$ cat src/rtl/regfile_pkg.sv
// Shared widths and register-file constants for the writeback merge path.
// Channel encoding doubles as the bit index into request/grant vectors.
package regfile_pkg;
    localparam int          ADDR_W   = 5;
    localparam int          DATA_W   = 32;
    localparam int          NUM_REGS = 32;
    localparam logic [4:0]  REG_ZERO = 5'd31;

    typedef enum logic {
        CH_ALU = 1'b0,
        CH_MEM = 1'b1
    } chan_e;
endpackage

$ cat src/rtl/rr_arbiter2.sv
// Two-way round-robin arbiter: grant is combinational from requests, last winner is registered.
// On conflict the channel not granted last wins; reset leaves mem favoured.
module rr_arbiter2 (
    input  logic       clk_i,
    input  logic       rst_i,
    input  logic [1:0] request_i,
    output logic [1:0] grant_o
);
    import regfile_pkg::*;

    chan_e last_q, last_d;

    always_comb begin
        grant_o = 2'b00;
        last_d  = last_q;
        unique case (request_i)
            2'b01:   grant_o = 2'b01;
            2'b10:   grant_o = 2'b10;
            2'b11:   grant_o = (last_q == CH_MEM) ? 2'b01 : 2'b10;
            default: grant_o = 2'b00;
        endcase
        if (grant_o[CH_MEM]) begin
            last_d = CH_MEM;
        end else if (grant_o[CH_ALU]) begin
            last_d = CH_ALU;
        end
    end

    always_ff @(posedge clk_i) begin
        if (rst_i) begin
            last_q <= CH_ALU;
        end else begin
            last_q <= last_d;
        end
    end
endmodule

$ cat src/rtl/regfile_writer.sv
// Merges ALU and load results into one register-file write port and tracks pending writes.
// One holding register per channel, write issued the edge after acceptance; ready is state-only.
module regfile_writer #(
    parameter int DATA_W = regfile_pkg::DATA_W,
    parameter int ADDR_W = regfile_pkg::ADDR_W
) (
    input  logic              clk_i,
    input  logic              rst_i,
    input  logic              rsv_valid_i,
    input  logic [ADDR_W-1:0] rsv_add_i,
    input  logic              alu_valid_i,
    input  logic [ADDR_W-1:0] alu_add_i,
    input  logic [DATA_W-1:0] alu_dat_i,
    output logic              alu_ready_o,
    input  logic              mem_valid_i,
    input  logic [ADDR_W-1:0] mem_add_i,
    input  logic [DATA_W-1:0] mem_dat_i,
    output logic              mem_ready_o,
    output logic [ADDR_W-1:0] w_add_o,
    output logic [DATA_W-1:0] w_dat_o,
    output logic              write_en_o,
    input  logic [ADDR_W-1:0] chk_a_i,
    input  logic [ADDR_W-1:0] chk_b_i,
    output logic              busy_a_o,
    output logic              busy_b_o,
    output logic [31:0]       busy_o,
    output logic              error_o
);
    import regfile_pkg::*;

    localparam logic [ADDR_W-1:0] ZERO_ADD = ADDR_W'(REG_ZERO);

    logic [1:0]          full_q, full_d;
    logic [ADDR_W-1:0]   add_q [2];
    logic [ADDR_W-1:0]   add_d [2];
    logic [DATA_W-1:0]   dat_q [2];
    logic [DATA_W-1:0]   dat_d [2];
    logic [ADDR_W-1:0]   in_add [2];
    logic [DATA_W-1:0]   in_dat [2];
    logic [1:0]          vld, rdy, acc, gnt;
    logic                write_en_q, write_en_d;
    logic [ADDR_W-1:0]   w_add_q, w_add_d;
    logic [DATA_W-1:0]   w_dat_q, w_dat_d;
    logic [NUM_REGS-1:0] busy_q, busy_d;
    logic                error_q, error_d;
    chan_e               sel;

    assign vld[CH_ALU]    = alu_valid_i;
    assign vld[CH_MEM]    = mem_valid_i;
    assign in_add[CH_ALU] = alu_add_i;
    assign in_add[CH_MEM] = mem_add_i;
    assign in_dat[CH_ALU] = alu_dat_i;
    assign in_dat[CH_MEM] = mem_dat_i;

    rr_arbiter2 u_arb (
        .clk_i     (clk_i),
        .rst_i     (rst_i),
        .request_i (full_q),
        .grant_o   (gnt)
    );

    // A slot draining this cycle can refill on the same edge, so no bubble under load.
    assign rdy = ~full_q | gnt;
    assign acc = vld & rdy;

    always_comb begin
        full_d = full_q;
        add_d  = add_q;
        dat_d  = dat_q;
        for (int c = 0; c < 2; c++) begin
            if (gnt[c]) begin
                full_d[c] = 1'b0;
            end
            if (acc[c]) begin
                full_d[c] = 1'b1;
                add_d[c]  = in_add[c];
                dat_d[c]  = in_dat[c];
            end
        end

        sel        = gnt[CH_MEM] ? CH_MEM : CH_ALU;
        write_en_d = (|gnt) && (add_q[sel] != ZERO_ADD);
        w_add_d    = (|gnt) ? add_q[sel] : w_add_q;
        w_dat_d    = (|gnt) ? dat_q[sel] : w_dat_q;

        // Clear before set so a same-cycle reserve of the retiring register keeps it busy.
        busy_d = busy_q;
        if (write_en_q) begin
            busy_d[w_add_q] = 1'b0;
        end
        if (rsv_valid_i && (rsv_add_i != ZERO_ADD)) begin
            busy_d[rsv_add_i] = 1'b1;
        end

        error_d = error_q;
        if (rsv_valid_i && (rsv_add_i != ZERO_ADD) && busy_q[rsv_add_i]
            && !(write_en_q && (w_add_q == rsv_add_i))) begin
            error_d = 1'b1;
        end
        for (int c = 0; c < 2; c++) begin
            if (acc[c] && (in_add[c] != ZERO_ADD) && !busy_q[in_add[c]]) begin
                error_d = 1'b1;
            end
        end
    end

    always_ff @(posedge clk_i) begin
        if (rst_i) begin
            full_q     <= 2'b00;
            add_q      <= '{default: '0};
            dat_q      <= '{default: '0};
            write_en_q <= 1'b0;
            w_add_q    <= '0;
            w_dat_q    <= '0;
            busy_q     <= '0;
            error_q    <= 1'b0;
        end else begin
            full_q     <= full_d;
            add_q      <= add_d;
            dat_q      <= dat_d;
            write_en_q <= write_en_d;
            w_add_q    <= w_add_d;
            w_dat_q    <= w_dat_d;
            busy_q     <= busy_d;
            error_q    <= error_d;
        end
    end

    assign alu_ready_o = rdy[CH_ALU];
    assign mem_ready_o = rdy[CH_MEM];
    assign write_en_o  = write_en_q;
    assign w_add_o     = w_add_q;
    assign w_dat_o     = w_dat_q;
    assign busy_o      = busy_q;
    assign busy_a_o    = busy_q[chk_a_i];
    assign busy_b_o    = busy_q[chk_b_i];
    assign error_o     = error_q;
endmodule

$ cat config.mk
export PLATFORM = sky130hd
export DESIGN_NAME = regfile_writer
export DESIGN_NICKNAME = d
export VERILOG_FILES = /design/src/rtl/regfile_pkg.sv /design/src/rtl/rr_arbiter2.sv /design/src/rtl/regfile_writer.sv
export SDC_FILE = /design/constraint.sdc
export NUM_CORES = 1
export LEC_CHECK = 0
export ABC_AREA = 0
export BUFFER_PORTS_ARGS = -buffer_cell sky130_fd_sc_hd__clkbuf_2
export CAP_MARGIN = 30
export CORE_MARGIN = 5
export CORE_UTILIZATION = 40
export CTS_BUF_LIST = sky130_fd_sc_hd__clkbuf_2
export CTS_CLUSTER_SIZE = 24
export DETAILED_ROUTE_END_ITERATION = 10
export SYNTH_ARGS = -nofsm -noshare
export SYNTH_HDL_FRONTEND = slang
export SYNTH_SLANG_ARGS = --single-unit
$ cat constraint.sdc
create_clock -name clk_i -period 4.7 [get_ports clk_i]
set_input_delay 0.47 -clock clk_i [delete_from_list [all_inputs] [get_ports clk_i]]
set_output_delay 0.47 -clock clk_i [all_outputs]
set_load 0.1 [all_outputs]
Word-level counts from Yosys, hierarchy flattened
Index checks and enable logic that the tools add are counted.

Register bits: 148. Output and inout port bits: 75. Bits of input ports: 94.

Equality and inequality tests: 8. Reduce and logical (&&, ||, !) cells: 19. Bitwise logic cells: 7. Order comparisons: 9. Mux-type cells: 33.

Operators with widths (number): 2-to-1 mux 32 bit (5); less-than comparator 5 x 6 -> 1 bit, second input constant (6); AND 32 bit (1); NOT 32 bit (1); OR 32 bit (1); binary-select mux 1 bit (select 5 bit) (5); != test 5 bit, second input constant (4); 2-to-1 mux 1 bit (16); 2-to-1 mux 5 bit (3); logical AND 1 bit (11); demux 1 bit (select 5 bit) (2); greater-or-equal comparator 5 x 1 -> 1 bit, second input constant (2); one-hot mux 2 bit (3 select lines) (1); nonzero test 2 bit (3); equality test 5 bit (1); equality test 2 bit, second input constant (2); zero test 1 bit (3); nonzero test 3 bit (1); AND 2 bit (1); equality test 2 x 1 -> 1 bit, second input constant (1); greater-or-equal comparator 2 bit, second input constant (1); 2-to-1 mux 2 bit (1); NOT 1 -> 2 bit (1); NOT 2 bit (1); other kinds (2) (2).

Logic depth before layout (Yosys ltp)
Gate-level depths: netlist of the first run.

Depth in word-level cells: 9. Mapped depth: 8. Depth with buffers taken out: 6.

By module
Synthesis of the first run repeated with hierarchy kept, for this count alone.

Cell total of the unflattened synthesis: 828. Area, all modules: 7106.8 sq um.

Modules (own cells, without submodules): regfile_writer (area each 7049.3 sq um, instances 1, cells an instance 821, sequential area each 2942.8 sq um); rr_arbiter2 (area each 57.6 sq um, instances 1, cells an instance 7, sequential area each 20.0 sq um).

Worst setup path before layout of the first run
Ideal clock, no wire load.

Path kind: register -> output. Start: reg busy_q[31] (netlist: busy_o[31]). End: out busy_a_o. Path buffers: 0. Setup slack: 2.041 ns. Data required time: 4.230 ns. Arrival: 2.189 ns. Cell stages (with the launch flop): 4. Cell sequence: dfxtp_1 -> mux4_2 -> mux4_2 -> mux2_2.

Word-level cells in the longest chain between the ends: 2.

Ends and longest elaborated chain: from (decl) (line regfile_writer.sv:44) `logic [NUM_REGS-1:0] busy_q, busy_d;`; from (signal assigned) (line regfile_writer.sv:124) `busy_q <= busy_d;`; binary-select mux 1 bit (select 5 bit) (line regfile_writer.sv:135) `assign busy_a_o = busy_q[chk_a_i];`; 2-to-1 mux 1 bit (not written as such) (line regfile_writer.sv:135); to (decl) (line regfile_writer.sv:24) `output logic busy_a_o,`.

Every way passes these cells. The select of a mux whose other input is x is not followed.

Worst setup path after layout of the first run
Start: reg busy_q[7] (netlist: busy_o[7]). End: out busy_a_o.

The elaborated chain is that of the path after synthesis.

==> results of run 1 <==
synth_stat cells, types with 8 or more instances:
master	count
mux2_2	8
mux2i_1	43
nand3_1	8
buf_2	12
dfxtp_1	148
o21ai_0	61
clkbuf_1	48
a21oi_1	108
mux4_2	37
o21ai_1	10
nand2_1	227
nor2_1	8
registers in the layout, indices dropped and copies added, names as in the netlist:
name / count
write_en_o: 1
full_q: 2
busy_o: 32
w_add_o: 5
error_o: 1
u_arb.last_q: 1
dat_q: 64
add_q: 10
w_dat_o: 32
power breakdown:
group	total (mW)	switching (mW)	internal [mW]
Clock	0.729	0.554	0.175
Sequential	1.36	0.0437	1.31
Combinational	0.491	0.325	0.167
metrics by stage:
step | area [µm²] | hold slack (ps) | util [%] | power, mW | std cells
final | 8900 | 95.4 | 51.8 | 2.58 | 1236
after global routing | 8900 | 81.2 | 51.8 | 2.69 | 1236
after CTS | 8900 | 33.1 | 51.8 | 2.60 | 1235
after detailed placement | 7940 | 443 | 46.2 | 1.83 | 1131
after global placement | 7900 | 437 | 46.0 | 1.82 | 1129
after floorplan | 6950 | 436 | - | 1.69 | 791
kinds of logic after synthesis:
kind of cell,Yosys count
AOI/OAI and AO/OA,200
xor gates and xnor gates,5
buffers and inverters,67
DFF,148
muxes,94
and+or+nand+nor,277
per-layer routing:
layer | share of wire [%] | vias up
li1 | - | 3205
met1 | 44 | 3157
met2 | 47 | 272
met3 | 7.3 | 30
met4 | 1.5 | 0
met5 | 0 | -
final timing paths:
kind,depth (start not counted),endpoint,from,slack (ps)
worst max-delay path,4,busy_a_o,busy_o[7],1430
worst min-delay path,3,add_q[6],alu_add_i[1],100
worst max register to register,6,error_o,full_q[0],2580
worst min register to register,2,w_dat_o[18],w_dat_o[18],470
critical path: cells and delay by family, from the launching register on:
| kind | cells | cell delay, ps |
|---|---|---|
| flip-flops | 1 | 480 |
| multiplexers | 3 | 1230 |
| buffers and inverters | 1 | 370 |
layout make-up:
cell class                      count  share of cell area [%]
Timing Repair Buffer              250                    18.6
Clock inverter                     15                    1.80
Antenna cell                        1                  0.0281
Inverter                            4                   0.169
Tap cell                          225                    3.16
Multi-Input combinational cell    576                    42.0
Clock buffer                       17                   0.956
Sequential cell                   148                    33.3
==> run summary, run 1 <==
status: completed
most frequent cells in the layout: nand2_1 (227), clkbuf_2 (184), dfxtp_1 (148)
CP startpoint kind: flip-flop
power per cell area: 290 mW/mm²
most used flip-flop cell after synthesis: dfxtp_1
Final setup viols: 0
met3 usage: 5.06%
synthesized instance count: 791
Post-Syn Area: 0.00695 mm²
final wirelength: 22.5 mm
simple-gate share of the synthesized area: 17.0%
worst setup slack after layout: 1430 ps
final period utilization: 69.6%
mux contribution to synthesized area: 20.4%
xor/xnor share of the synthesized area: 0.630%
Initial Utilization: 40.5%
Worst-Skew Late Latency: 760 ps
CP required: 4230 ps
clock sinks: 148
maximum clock insertion buffer count: 2
Post-DP HPWL: 15.0 mm
synth unique cells: 45
Achievable Freq: 306 MHz
nets@finish: 1,091
Synth Area in Compound Gates: 15.4%
H-tree depth: 4
number of flops mapped to enable cells by yosys: 0
share of Yosys cell area claimed by the top area cell type: 42.6%
Tmin final: 3270 ps
most common cell after layout, fill and taps aside: nand2_1
Worst Setup End Kind: primary output
WP data arrival: 2800 ps
# fillers: 1,661
Synth Area in Adders: 0%
Die ar.: 0.0201 mm²
Resized Gates After CTS: 0
Post-Synthesis Net Count: 885
FF/Latch Area: 0.00296 mm²
largest net degree at the start of global routing: 65
largest family of logic cells by synthesized area: multiplexers
overall die height: 142 µm
peak supply drop: 0.122 mV
yosys warns: 0
Slew HR: 33.4%
cts hold-fix bufs: 72
Die Wd: 142 µm
Clk Tree Root Cell: clkbuf_2
count of input and output buffers: 168
Yosys reg bits: 148
area grow syn2layout: 28.1%
HP Class: in -> reg
gr busiest metal: met2
CTS clk-pin slew, worst paths: 240 ps
Most Frequent Cell on Critical Path: mux4_2
post-DR vias/cell: 5.39
drt first pass iters: 5
Max-cap violations: 0
first-pass GRT wire length: 35.1 mm
Leakage: 3.58 nW
vias in the first global route: 6,392
actual slew at the worst max-slew pin: 997 ps
Async S/R FF share, synth: 0%
num rows: 48
met2 capacity usage during global routing: 35.2%
RSZ-0062 raised after global routing: false
Max stage delay on crit path: 490 ps
area of the multi-input gates: 0.00374 mm²
Max FO, Critical Path: 7
io pins: 169
clock buffer count from CTS: 17
Setup WS pre-CTS: 1810 ps
Core Footprint: 0.0172 mm²
setup TNS: 0 ps
initial antenna violation count: 1
leading area contributor after synthesis: dfxtp_1
top cells by area, synth: dfxtp_1 (43%), nand2_1 (12%), mux4_2 (12%)
Overall Global Routing Usage: 22.0%
share of layout cells above drive strength 1: 26.1%
Seq/Total Area, Yosys: 42.6%
number of hold violations in the final report: 0
Residual DRC: 0
CP cell instances: mux4_2, mux4_2, mux2_2, clkbuf_2
met1 Use GR: 30.0%
global placer's final weighted congestion: 0.884
DR iter-0 viols: 502
CP max stage cell: mux4_2
Congestion Overflow GR: 0
Post-CTS Setup Repair Bufs: 0
DR WL/cell: 18.2 µm
CTS tree: built
Antenna Nets Post-Route: 0
syn avg cell area: 8.79 µm²
DR vias: 6,664
Slew Limit Fails: 0
worst setup path class: reg -> out
Max Clock Skew: 50.5 ps
No activity file was read; power rests on OpenSTA's default activity.
==> inputs of run 2 (changes only) <==
Clock period 4.7 ns to 3.1 ns, I/O delays scaled along.
==> run 2 against run 1 <==
Compared with the run above: design area increased by 4.9%; via count up 3.3%; sequential cell count unchanged; global-route usage up 1.4 points; combinational power rose by 62%; clock power up 80%; total power increased by 62%; routed wire length increased by 6.7%; cell count increased by 2.9%; utilization increased by 2.5 points; largest power group unchanged; highest routed layer unchanged.
==> run summary, run 2 (same netlist as run 1, synthesis figures left out) <==
status: completed
clock sinks: 148 (unchanged)
RSZ-0062 raised after global routing: false
max reg flops: 64 (unchanged)
DR vias: 6,885 (+3.3%)
Slew HR: 34.5% (+1.1 points)
Tmin final: 2980 ps
worst setup path class: reg -> out
Clk pwr share: 31.5% (+3.2 points)
final period utilization: 96.1%
CTS tree: built
first-pass GRT wire length: 36.9 mm (+5.2%)
drt first pass iters: 5 (unchanged)
CTS clk-pin slew, worst paths: 290 ps (+50 ps)
Worst-Skew Late Latency: 760 ps (about the same)
actual slew at the worst max-slew pin: 983 ps (-14.0 ps)
Max FO, Critical Path: 7 (unchanged)
non-filler cells, final: 1,272 (+2.9%)
io pins: 169 (unchanged)
Overall Global Routing Usage: 23.4% (+1.4 points)
global placer's final weighted congestion: 0.910 (+3.0%)
maximum clock insertion buffer count: 2 (unchanged)
Pint: 2.77 mW (+68%)
nets@finish: 1,126 (+3.2%)
Post-DP HPWL: 15.7 mm (+4.5%)
Congestion Overflow GR: 0 (unchanged)
Post-CTS Setup Repair Bufs: 0 (unchanged)
final wirelength: 24.0 mm (+6.7%)
count of input and output buffers: 168 (unchanged)
overall die height: 142 µm (unchanged)
# fillers: 1,611 (-3.0%)
most common cell after layout, fill and taps aside: nand2_1
Antenna Nets Post-Route: 0 (unchanged)
area grow syn2layout: 34.3%
Max Clock Skew: 55.7 ps (+5.26 ps)
share of layout cells above drive strength 1: 26.8% (+0.66 points)
Leakage: 3.83 nW (+6.8%)
clock buffer count from CTS: 17 (unchanged)
Achievable Freq: 336 MHz
Max-cap violations: 0 (unchanged)
largest net degree at the start of global routing: 88 (+35%)
Final setup viols: 0 (unchanged)
Worst Setup End Kind: primary output
cell count after placement: 1,133 (+0.18%)
most frequent cells in the layout: nand2_1 (227), clkbuf_2 (182), dfxtp_1 (135)
setup TNS: 0 ps (unchanged)
total power: 4.17 mW (+62%)
initial antenna violation count: 1 (unchanged)
sw frac: 33.4% (-2.3 points)
HP Class: in -> reg
Core Footprint: 0.0172 mm² (unchanged)
post-DR vias/cell: 5.41 (+0.39%)
DR WL/cell: 18.9 µm (+3.7%)
CP required: 2790 ps (-1440 ps)
Clk Tree Root Cell: clkbuf_2
Residual DRC: 0 (unchanged)
H-tree depth: 4 (unchanged)
combinational share of power: 19.1% (about the same)
Top reg by flops: dat_q
num rows: 48 (unchanged)
vias in the first global route: 6,577 (+2.9%)
DR iter-0 viols: 526 (+4.8%)
Die Wd: 142 µm (unchanged)
Die ar.: 0.0201 mm² (unchanged)
Initial Utilization: 40.5% (unchanged)
Sequential Power Share: 49.4% (-3.3 points)
number of hold violations in the final report: 0 (unchanged)
P_sw: 1.39 mW (+51%)
WP data arrival: 2670 ps (-130 ps)
Slew Limit Fails: 0 (unchanged)
peak supply drop: 0.220 mV (+81%)
CP startpoint kind: flip-flop
power per cell area: 446 mW/mm² (+54%)
-- run 2: path summary, 6_finish.rpt --
kind                 from           to  slack [ps]  cells past startpoint
min          alu_add_i[0]     add_q[5]          50                      3
max reg2reg     full_q[0]    dat_q[20]         450                      6
min reg2reg   w_dat_o[18]  w_dat_o[18]         460                      2
max            busy_o[19]     busy_a_o         120                      4
-- run 2: area by class of cell --
class | instances | area (µm²) | share of cell area, %
diodes | 2 | 5.00 | 0.0536
well taps | 225 | 282 | 3.02
repair buffers | 285 | 2020 | 21.7
multi-input cells | 576 | 3740 | 40.1
clock inverters | 15 | 206 | 2.21
clock buffers | 17 | 85.1 | 0.911
inverters | 4 | 15.0 | 0.161
flip-flops and latches | 148 | 2980 | 31.9
-- run 2: stage by stage --
stage | hold WS [ps] | worst slack, ps | util (%) | cell area, µm²
6_report | 49.3 | 120 | 54.4 | 9340
5_1_grt | 11.5 | 21.4 | 54.3 | 9330
4_1_cts | 2.83 | 12.8 | 54.2 | 9320
3_5_place_dp | 442 | 494 | 46.4 | 7970
3_3_place_gp | 434 | 499 | 46.3 | 7950
2_1_floorplan | 436 | 601 | - | 6950
-- run 2: worst max-delay path, stage by stage, from the launching register on --
cell and delay (ps):
dfxtp_2 430, mux4_2 460, mux4_2 490, mux2_2 290, buf_4 230
-- run 2: power groups by stage --
stage / logic [mW] / registers [mW] / clock network [mW]
2_1_floorplan: 0.300 / 2.27 / 0
3_3_place_gp: 0.681 / 2.09 / 0
3_5_place_dp: 0.687 / 2.09 / 0
4_1_cts: 0.792 / 2.06 / 1.34
5_1_grt: 0.847 / 2.07 / 1.43
6_report: 0.797 / 2.06 / 1.31
-- run 2: per-layer routing --
layer	vias up	part of all wire, %	global-route usage (%)	wire length [µm]
li1	3265	-	-	-
met1	3262	41	30.9	9860
met2	320	48	37.8	11500
met3	38	9.1	6.64	2180
met4	0	1.7	6.52	403
met5	-	0	0	0
-- run 2: repair_timing --
action                                 CTS  global route
pin swaps                                0             0
setup endpoints to repair                2             2
resized for setup                        2            15
hold buffers                           105             0
endpoints found under the hold margin   88             0
==> inputs of run 3 (changes only) <==
Settings changed: CAP_MARGIN 30 to not set, CELL_PAD_IN_SITES_DETAIL_PLACEMENT set to 0, CELL_PAD_IN_SITES_GLOBAL_PLACEMENT set to 2, CORE_UTILIZATION 40 to 33, GPL_ROUTABILITY_DRIVEN set to 0, PLACE_DENSITY_LB_ADDON set to 0.1.
==> run 3 against run 2 <==
Compared with the run above: worst hold slack better by 40 ps; die area up 20%; clock-buffer cell count unchanged; sequential cell count unchanged; total power down 4.9%; global-route usage down 2.6 points; utilization down 11 points; via count down 0.70%; combinational power down 3.5%; sequential share of layout area up 0.93 points; critical path type unchanged; largest cell class unchanged; highest routed layer unchanged.
==> run summary, run 3 (same netlist as run 1, synthesis figures left out) <==
Slew Limit Fails: 0 (unchanged)
Clk Tree Root Cell: clkbuf_2
WHS Path Cells: 2 (-1)
clock buffer count from CTS: 17 (unchanged)
drt first pass iters: 5 (unchanged)
Max FO, Critical Path: 7 (unchanged)
Pint: 2.63 mW (-5.2%)
Leakage: 3.64 nW (-4.9%)
area grow syn2layout: 30.8%
# fillers: 2,149 (+33%)
Post-DP HPWL: 17.3 mm (+10%)
Die ar.: 0.0241 mm² (+20%)
sw frac: 33.7% (+0.22 points)
first-pass GRT wire length: 39.0 mm (+5.7%)
FF/Latch Area: 0.00299 mm² (+0.25%)
Clk pwr share: 28.6% (-2.9 points)
share of layout cells above drive strength 1: 27.8% (+1.0 points)
Max Clock Skew: 31.3 ps (-24.5 ps)
DR WL/cell: 19.4 µm (+3.0%)
Congestion Overflow GR: 0 (unchanged)
HP Class: in -> reg
r2r endpoint: error_o
CP required: 2790 ps (about the same)
Die Wd: 155 µm (+9.4%)
most frequent cells in the layout: nand2_1 (227), clkbuf_2 (182), dfxtp_1 (129)
DR vias: 6,837 (-0.70%)
vias in the first global route: 6,852 (+4.2%)
Worst Hold Path EP: busy_o[24]
DR iter-0 viols: 400 (-24%)
overall die height: 155 µm (+9.4%)
number of hold violations in the final report: 0 (unchanged)
max reg flops: 64 (unchanged)
Min Hold Slack: 88.9 ps (+39.6 ps)
count of input and output buffers: 168 (unchanged)
maximum clock insertion buffer count: 2 (unchanged)
Top reg by flops: dat_q
peak supply drop: 0.218 mV (-0.98%)
Residual DRC: 0 (unchanged)
Final setup viols: 0 (unchanged)
WP data arrival: 2630 ps (-40 ps)
most common cell after layout, fill and taps aside: nand2_1
actual slew at the worst max-slew pin: 885 ps (-97.6 ps)
Worst-Skew Late Latency: 720 ps (-40 ps)
CTS clk-pin slew, worst paths: 260 ps (-30 ps)
CTS tree: built
P_sw: 1.33 mW (-4.3%)
Worst Setup End Kind: primary output
combinational share of power: 19.4% (+0.3 points)
area of the multi-input gates: 0.00375 mm² (+0.13%)
power per cell area: 436 mW/mm² (-2.4%)
status: completed
num rows: 53 (+10%)
Core Footprint: 0.0209 mm² (+22%)
Tmin final: 2940 ps (-36.9 ps)
nets@finish: 1,102 (-2.1%)
hold_sp: rst_i
initial antenna violation count: 1 (unchanged)
RSZ-0062 raised after global routing: false
Overall Global Routing Usage: 20.8% (-2.6 points)
Initial Utilization: 33.3% (-7.2 points)
H-tree depth: 4 (unchanged)
final period utilization: 95.0% (-1.2 points)
Slew HR: 41.0% (+6.5 points)
final wirelength: 25.2 mm (+4.9%)
clock sinks: 148 (unchanged)
post-DR vias/cell: 5.28 (-2.5%)
worst setup path class: reg -> out
r2r setup slk: 1010 ps (+560 ps)
Max-cap violations: 0 (unchanged)
Achievable Freq: 340 MHz (+1.3%)
setup TNS: 0 ps (unchanged)
crit path from: busy_o[27]
Post-CTS Setup Repair Bufs: 0 (unchanged)
Sequential Power Share: 52.0% (+2.6 points)
worst r2r src: full_q[0]
largest net degree at the start of global routing: 51 (-42%)
CP startpoint kind: flip-flop
Antenna Nets Post-Route: 0 (unchanged)
R2R depth: 5 (-1)
io pins: 169 (unchanged)
[run 3: changes by cell type in the layout (fill, tap and decap cells not counted), moves of 2 or more]
cell,delta
and2_1,-2
and2_2,+2
clkinv_2,+2
clkinvlp_4,+2
dfxtp_1,-6
dfxtp_2,+6
dlygate4sd3_1,-23
inv_6,-2
inv_8,-4
[run 3: repair_timing]
action | CTS | global route
hold buffers | 82 | 0
setup endpoints to repair | 2 | 2
endpoints found under the hold margin | 89 | 0
resized for setup | 2 | 21
[run 3: metal layers]
metal	track usage (%)	part of all wire, %	vias up
met2	32.8	46	289
met5	0	0	-
met3	5.81	8.0	52
li1	-	-	3215
met4	6.90	2.4	0
met1	27.6	43	3281
[run 3: worst max-delay path by stage]
stage / endpoint / slack (ps)
global placement: busy_b_o / 520
detailed placement: busy_a_o / 490
global route: busy_b_o / 40
CTS: busy_a_o / 5
finish: busy_a_o / 160
floorplan: busy_a_o / 600
[run 3: through the flow]
stage	instance area, µm²	util (%)	total power, mW	worst slack (ps)	instances
after floorplan	6950	-	2.57	601	791
after global placement	8010	38.3	2.78	518	1182
after detailed placement	8010	38.3	2.79	487	1182
after CTS	9070	43.4	4.03	4.83	1295
after global routing	9100	43.5	4.17	35.3	1296
final	9100	43.5	3.96	156	1296
[run 3: cell type report]
cell class / instances / share of cell area, %
multi-input combinational: 576 / 41.2
sequential: 148 / 32.8
timing repair buffer: 261 / 19.4
tap: 275 / 3.78
clock inverter: 14 / 1.66
clock buffer: 17 / 0.935
inverter: 4 / 0.165
antenna: 1 / 0.0275
[run 3: power groups by stage]
stage / clock network (mW) / logic, mW / registers [mW]
after global placement: 0 / 0.689 / 2.09
after CTS: 1.19 / 0.777 / 2.06
after floorplan: 0 / 0.300 / 2.27
after detailed placement: 0 / 0.694 / 2.10
after global routing: 1.27 / 0.827 / 2.07
final: 1.13 / 0.769 / 2.06
[run 3: critical path, cell delays in order (launching register included)]
cell and delay [ps]:
dfxtp_2 420, mux4_2 480, mux4_2 480, mux2_2 290
buf_4 230
